## src/rtl/mem_access_ctrl.sv

```systemverilog
// Memory access controller: CPU byte/halfword/word loads and stores onto a
// single-port registered-read block RAM, sub-word stores as read-modify-write.
// Optional misalignment trap enabled with `define MEM_ALIGN_CHECK_EN.
module mem_access_ctrl #(
  parameter int ADDR_W = 12,
  parameter int DATA_W = 32
) (
  input  logic              clk,
  input  logic              rst_n,
  input  logic              req,
  input  logic              we,
  input  logic [1:0]        size,
  input  logic              sign_ext,
  input  logic [31:0]       addr,
  input  logic [31:0]       wdata,
  output logic [31:0]       rdata,
  output logic              done,
  output logic              busy,
  output logic              ram_we,
  output logic [ADDR_W-1:0] ram_addr,
  output logic [DATA_W-1:0] ram_din,
  input  logic [DATA_W-1:0] ram_dout
`ifdef MEM_ALIGN_CHECK_EN
  ,
  output logic              err
`endif
);

  typedef enum logic [2:0] {
    S_IDLE,
    S_RD,
    S_CAP,
    S_WR,
    S_DONE
  } state_t;

  state_t      r_state;
  logic        r_we;
  logic [1:0]  r_size;
  logic        r_sext;
  logic [1:0]  r_lane;
  logic [15:0] r_wdata;

  logic [7:0]        w_byte;
  logic [15:0]       w_half;
  logic [31:0]       w_load;
  logic [DATA_W-1:0] w_merged;
  logic              w_word_store;
  logic              w_unused_addr;

  // Upper address bits alias onto the RAM word space.
  assign w_unused_addr = ^addr[31:ADDR_W+2];
  assign w_word_store  = we & size[1];

`ifdef MEM_ALIGN_CHECK_EN
  logic w_misalign;
  assign w_misalign = (size == 2'b01 && addr[0]) || (size[1] && addr[1:0] != 2'b00);
`endif

  // Big-endian lanes: lane 0 is the most significant byte.
  always_comb begin
    w_byte   = 8'h00;
    w_half   = r_lane[1] ? ram_dout[15:0] : ram_dout[31:16];
    w_load   = ram_dout;
    w_merged = ram_dout;
    case (r_lane)
      2'b00:   w_byte = ram_dout[31:24];
      2'b01:   w_byte = ram_dout[23:16];
      2'b10:   w_byte = ram_dout[15:8];
      default: w_byte = ram_dout[7:0];
    endcase
    if (r_size == 2'b00) begin
      w_load = {{24{r_sext & w_byte[7]}}, w_byte};
      case (r_lane)
        2'b00:   w_merged = {r_wdata[7:0], ram_dout[23:0]};
        2'b01:   w_merged = {ram_dout[31:24], r_wdata[7:0], ram_dout[15:0]};
        2'b10:   w_merged = {ram_dout[31:16], r_wdata[7:0], ram_dout[7:0]};
        default: w_merged = {ram_dout[31:8], r_wdata[7:0]};
      endcase
    end else if (r_size == 2'b01) begin
      w_load   = {{16{r_sext & w_half[15]}}, w_half};
      w_merged = r_lane[1] ? {ram_dout[31:16], r_wdata} : {r_wdata, ram_dout[15:0]};
    end
  end

  always_ff @(posedge clk or negedge rst_n) begin
    if (!rst_n) begin
      r_state  <= S_IDLE;
      r_we     <= 1'b0;
      r_size   <= '0;
      r_sext   <= 1'b0;
      r_lane   <= '0;
      r_wdata  <= '0;
      rdata    <= '0;
      done     <= 1'b0;
      busy     <= 1'b0;
      ram_we   <= 1'b0;
      ram_addr <= '0;
      ram_din  <= '0;
`ifdef MEM_ALIGN_CHECK_EN
      err      <= 1'b0;
`endif
    end else begin
      done <= 1'b0;
`ifdef MEM_ALIGN_CHECK_EN
      err  <= 1'b0;
`endif
      case (r_state)
        S_IDLE: begin
          ram_we <= 1'b0;
          if (req) begin
            r_we     <= we;
            r_size   <= size;
            r_sext   <= sign_ext;
            r_lane   <= addr[1:0];
            r_wdata  <= wdata[15:0];
            busy     <= 1'b1;
            ram_addr <= addr[ADDR_W+1:2];
`ifdef MEM_ALIGN_CHECK_EN
            if (w_misalign) begin
              r_state <= S_DONE;
              done    <= 1'b1;
              err     <= 1'b1;
            end else
`endif
            if (w_word_store) begin
              ram_din <= wdata;
              ram_we  <= 1'b1;
              r_state <= S_WR;
            end else begin
              r_state <= S_RD;
            end
          end
        end
        S_RD: r_state <= S_CAP;
        S_CAP: begin
          if (r_we) begin
            ram_din <= w_merged;
            ram_we  <= 1'b1;
            r_state <= S_WR;
          end else begin
            rdata   <= w_load;
            done    <= 1'b1;
            r_state <= S_DONE;
          end
        end
        S_WR: begin
          ram_we  <= 1'b0;
          done    <= 1'b1;
          r_state <= S_DONE;
        end
        S_DONE: begin
          busy    <= 1'b0;
          r_state <= S_IDLE;
        end
        default: r_state <= S_IDLE;
      endcase
    end
  end

endmodule

```

## config.mk

```make
export PLATFORM = sky130hd
export DESIGN_NAME = mem_access_ctrl
export DESIGN_NICKNAME = d
export VERILOG_FILES = /design/src/rtl/mem_access_ctrl.sv
export SDC_FILE = /design/constraint.sdc
export NUM_CORES = 1
export LEC_CHECK = 0
export BUFFER_PORTS_ARGS = -buffer_cell sky130_fd_sc_hd__buf_2
export CAP_MARGIN = 5
export CELL_PAD_IN_SITES_DETAIL_PLACEMENT = 1
export CELL_PAD_IN_SITES_GLOBAL_PLACEMENT = 2
export CORE_ASPECT_RATIO = 1.5
export CORE_UTILIZATION = 28
export CTS_BUF_LIST = sky130_fd_sc_hd__clkbuf_4
export DETAILED_ROUTE_END_ITERATION = 16
export GPL_ROUTABILITY_DRIVEN = 0
export PLACE_DENSITY_LB_ADDON = 0.3
export SYNTH_ARGS = -nofsm -noshare
export SYNTH_HDL_FRONTEND = slang
export SYNTH_SLANG_ARGS = --single-unit
```

## constraint.sdc

```tcl
create_clock -name clk -period 1.7 [get_ports clk]
set_input_delay 0 -clock clk [delete_from_list [all_inputs] [get_ports clk]]
set_output_delay 0 -clock clk [all_outputs]
set_load 0.01 [all_outputs]
```

==> summary.txt <==
worst hold path type: input pin to async pin
CTS H-tree lvls: 3
initial antenna violation count: 2
gr usage total: 22.2%
num ports: 182
Cell Count, Final, Fillers Out: 1087
startpoint types: flop
Vias: 5611
Max Clock Freq: 0.589 GHz
CTS tree: done
placed instance area: 6680 µm²
Skew-Pair Late Insertion Delay: 0.50 ns
RR Endpoint: ram_din[12]$_DFFE_PN0P_
Post-synth EDFFs: 0
Synth Register Bits: 104
metal1 wirelength: 8670 µm
Worst EP arrival: 2.12 ns
number of hold violations in the final report: 0
deepest clock path buffer count: 2
post-synth top area share: 48.2%
reg-to-reg startpoint: r_size[1]$_DFFE_PN0P_
Mean Syn Cell Area: 9.63 µm²
Worst-Margin Slew: 0.719 ns
Clk network pwr share: 8.5%
Setup crit end kind: flop
max-slew violation count: 0
core region area: 18700 µm²
total grt overflow: 0
vias per cell: 5.16
routed wl met3: 736 µm
PortBufs: 163
WS Path Type: flop to flop
Synth Warn #: 0
Layout Nets: 931
share of post-route cells with drive strength above 1: 40.1%
PD cells: 1750 nW/µm²
final wirelength: 22800 µm
via count of the first global-routing pass: 5812
gate count of the mapped netlist: 561
Die Ht: 172 µm
Routed Antenna Nets: 0
pin count of the biggest net entering global routing: 44
Async S/R FF share, synth: 100%
most common cell in the synthesized netlist: dfrtp_1
outcome: complete, no violations
highest metal used: met4
residual DRC count: 0
Switching Power: 0.00635 W
CP Data Required Time: 2.12 ns
top_reg_cell synth: dfrtp_1
worst reg2reg setup slack: 0.002 ns
die area: 19900 µm²
slew margin rel.: 51.9%
register area share after synthesis: 48.2%
Final Cell Area: 8290 µm²
setup violators final: 0
sw frac: 43.7%
largest cells by area after synthesis: dfrtp_1 48%, mux2_2 6.9%, o21ai_0 5.2%, a21oi_1 4.7%, nand2_1 3.6%
met2 wire length: 12500 µm
IR drop worst, VDD: 0.796 mV
drt pass-1 iters: 4
min cycle time layout: 1.70 ns
final period utilization: 99.9%
area leader, netlist: dfrtp_1
area grow syn2layout: 53.5%
DR iter-0 viols: 363
clock root buffer master: clkbuf_4
Slowest-stage cell, CP: dfrtp_2
initial core utilization: 28.9%
commonest cells in the synthesized netlist: 104 x dfrtp_1, 56 x o21ai_0, 52 x nand2_1, 51 x a21oi_1, 50 x nor2_1
# rows: 61
Critical Path Max Stage Delay: 0.47 ns
skew final: 0.0216 ns
logic gate share of total power: 59.1%
RSZ-0062 raised after global routing: true
Syn Nets: 664
Post-Syn Area: 5400 µm²
Post-Place Cells: 962
TritonCTS sink count: 104
max-capacitance violation count: 0
CP cell instances: buf_4, nor2b_2, buf_6, a21oi_1, or3_1, a31oi_1
first-pass GRT wire length: 32600 µm
r2r worst-path depth: 6
CP max FO: 8
Synth cell types: 44
cell-internal power: 0.00816 W
Die W: 115 µm
DPL Wire Length: 15200 µm
wire length per cell: 21.0 µm
TritonCTS Buffers: 9
Flop pwr share: 32.4%
clock-pin slew on the worst setup and hold paths: 0.16 ns
leakage: 3.75 nW
## cell families after synthesis
kind of cell           after synthesis  synth area share, %
buffers and inverters               59                 5.19
AO/OA/AOI/OAI                      170                 19.6
multiplexers                        42                 10.4
AND/OR/NAND/NOR                    186                 16.7
flip-flops                         104                 48.2
## power by group through the flow
stage               Clock (W)  Combinational (W)  Sequential, W
floorplan                   0            0.00396        0.00486
global placement            0            0.00679        0.00466
detailed placement          0            0.00699        0.00474
CTS                   0.00128            0.00725        0.00468
global route          0.00135            0.00930        0.00485
finish                0.00123            0.00857        0.00471
## state kept, by name, summed over array words and instances, names as in the netlist
name      count
r_we          1
busy          1
r_state       3
ram_addr     12
ram_din      32
r_size        2
r_lane        2
ram_we        1
r_sext        1
rdata        32
done          1
r_wdata      16
## layout by cell type (no fill, tap or decap), types with 4 or more instances in the layout
cell	netlist	final
nand2_1	52	50
or3_1	17	14
and3_1	16	15
mux2_2	33	33
a31oi_1	9	7
nor2_2	1	5
a21oi_2	0	9
inv_1	11	9
buf_4	3	23
nand3_2	0	7
a22o_1	7	7
mux4_2	8	8
a221o_1	7	7
dfrtp_1	104	100
o21ai_1	0	26
buf_6	3	10
buf_2	18	162
o22ai_1	8	8
nand2b_1	5	5
buf_12	0	14
clkbuf_4	0	10
a211oi_1	16	14
nand3_1	33	26
o21ai_0	56	24
a21oi_1	51	42
dfrtp_2	0	4
o21ai_2	0	6
clkbuf_16	0	7
a22oi_1	7	7
dlygate4sd3_1	0	85
nor2_1	50	44
## worst max-delay path, delay by kind of cell (launching register included)
kind,cells,cell delay (ns)
compound gates,2,0.31
buf+inv,2,0.32
flops,1,0.47
simple gates,2,0.54
## stage by stage
stage / total power, W / setup slack [ns] / setup TNS [ns] / util (%) / hold slack (ns)
final: 0.0145 / 0.00177 / 0 / 44.3 / 0.0356
after global routing: 0.0155 / -0.0479 / -0.595 / 44.3 / 0.0458
after CTS: 0.0132 / -0.0276 / -0.0699 / 41.2 / 0.0290
after detailed placement: 0.0117 / -0.180 / -0.910 / 35.7 / 0.00986
after global placement: 0.0114 / -0.120 / -0.120 / 35.7 / 0.00193
after floorplan: 0.00882 / 0.0227 / 0 / - / -0.296
## layout make-up
cell class / instances / area (µm²)
Fill cell: 2141 / 10400
Multi-Input combinational cell: 398 / 2750
Sequential cell: 104 / 2610
Timing Repair Buffer: 304 / 2450
Tap cell: 252 / 315
Clock buffer: 10 / 75.1
Inverter: 11 / 45.0
Clock inverter: 6 / 43.8
Antenna cell: 2 / 5.00
## how the worst max path moves through the flow
stage | cells past startpoint | end | slack, ns | start
after floorplan | 5 | rdata[16]$_DFFE_PN0P_ | 0.02 | r_lane[0]$_DFFE_PN0P_
after detailed placement | 6 | ram_din[0]$_DFFE_PN0P_ | -0.18 | r_lane[1]$_DFFE_PN0P_
after global routing | 6 | ram_din[11]$_DFFE_PN0P_ | -0.05 | r_state[2]$_DFFE_PN0P_
after global placement | 5 | ram_din[0]$_DFFE_PN0P_ | -0.12 | r_lane[0]$_DFFE_PN0P_
after CTS | 6 | ram_din[0]$_DFFE_PN0P_ | -0.03 | r_state[2]$_DFFE_PN0P_
final | 6 | ram_din[12]$_DFFE_PN0P_ | 0.002 | r_size[1]$_DFFE_PN0P_
## timing repair
item                                   4_1_cts  5_1_grt
cloned                                       0       10
hold buffers                                86        1
setup endpoints to repair                   55      114
resized for setup                           12       96
buffers inserted                             1       10
endpoints found under the hold margin      206       20
pin swaps                                    0       20
## per-layer routing
metal  up-vias  track usage (%)
met5         -                0
met4         0             11.2
met3        52             2.38
met2       163             41.6
met1      2833             24.4
li1       2563                -
(Power assumes the default switching activity.)
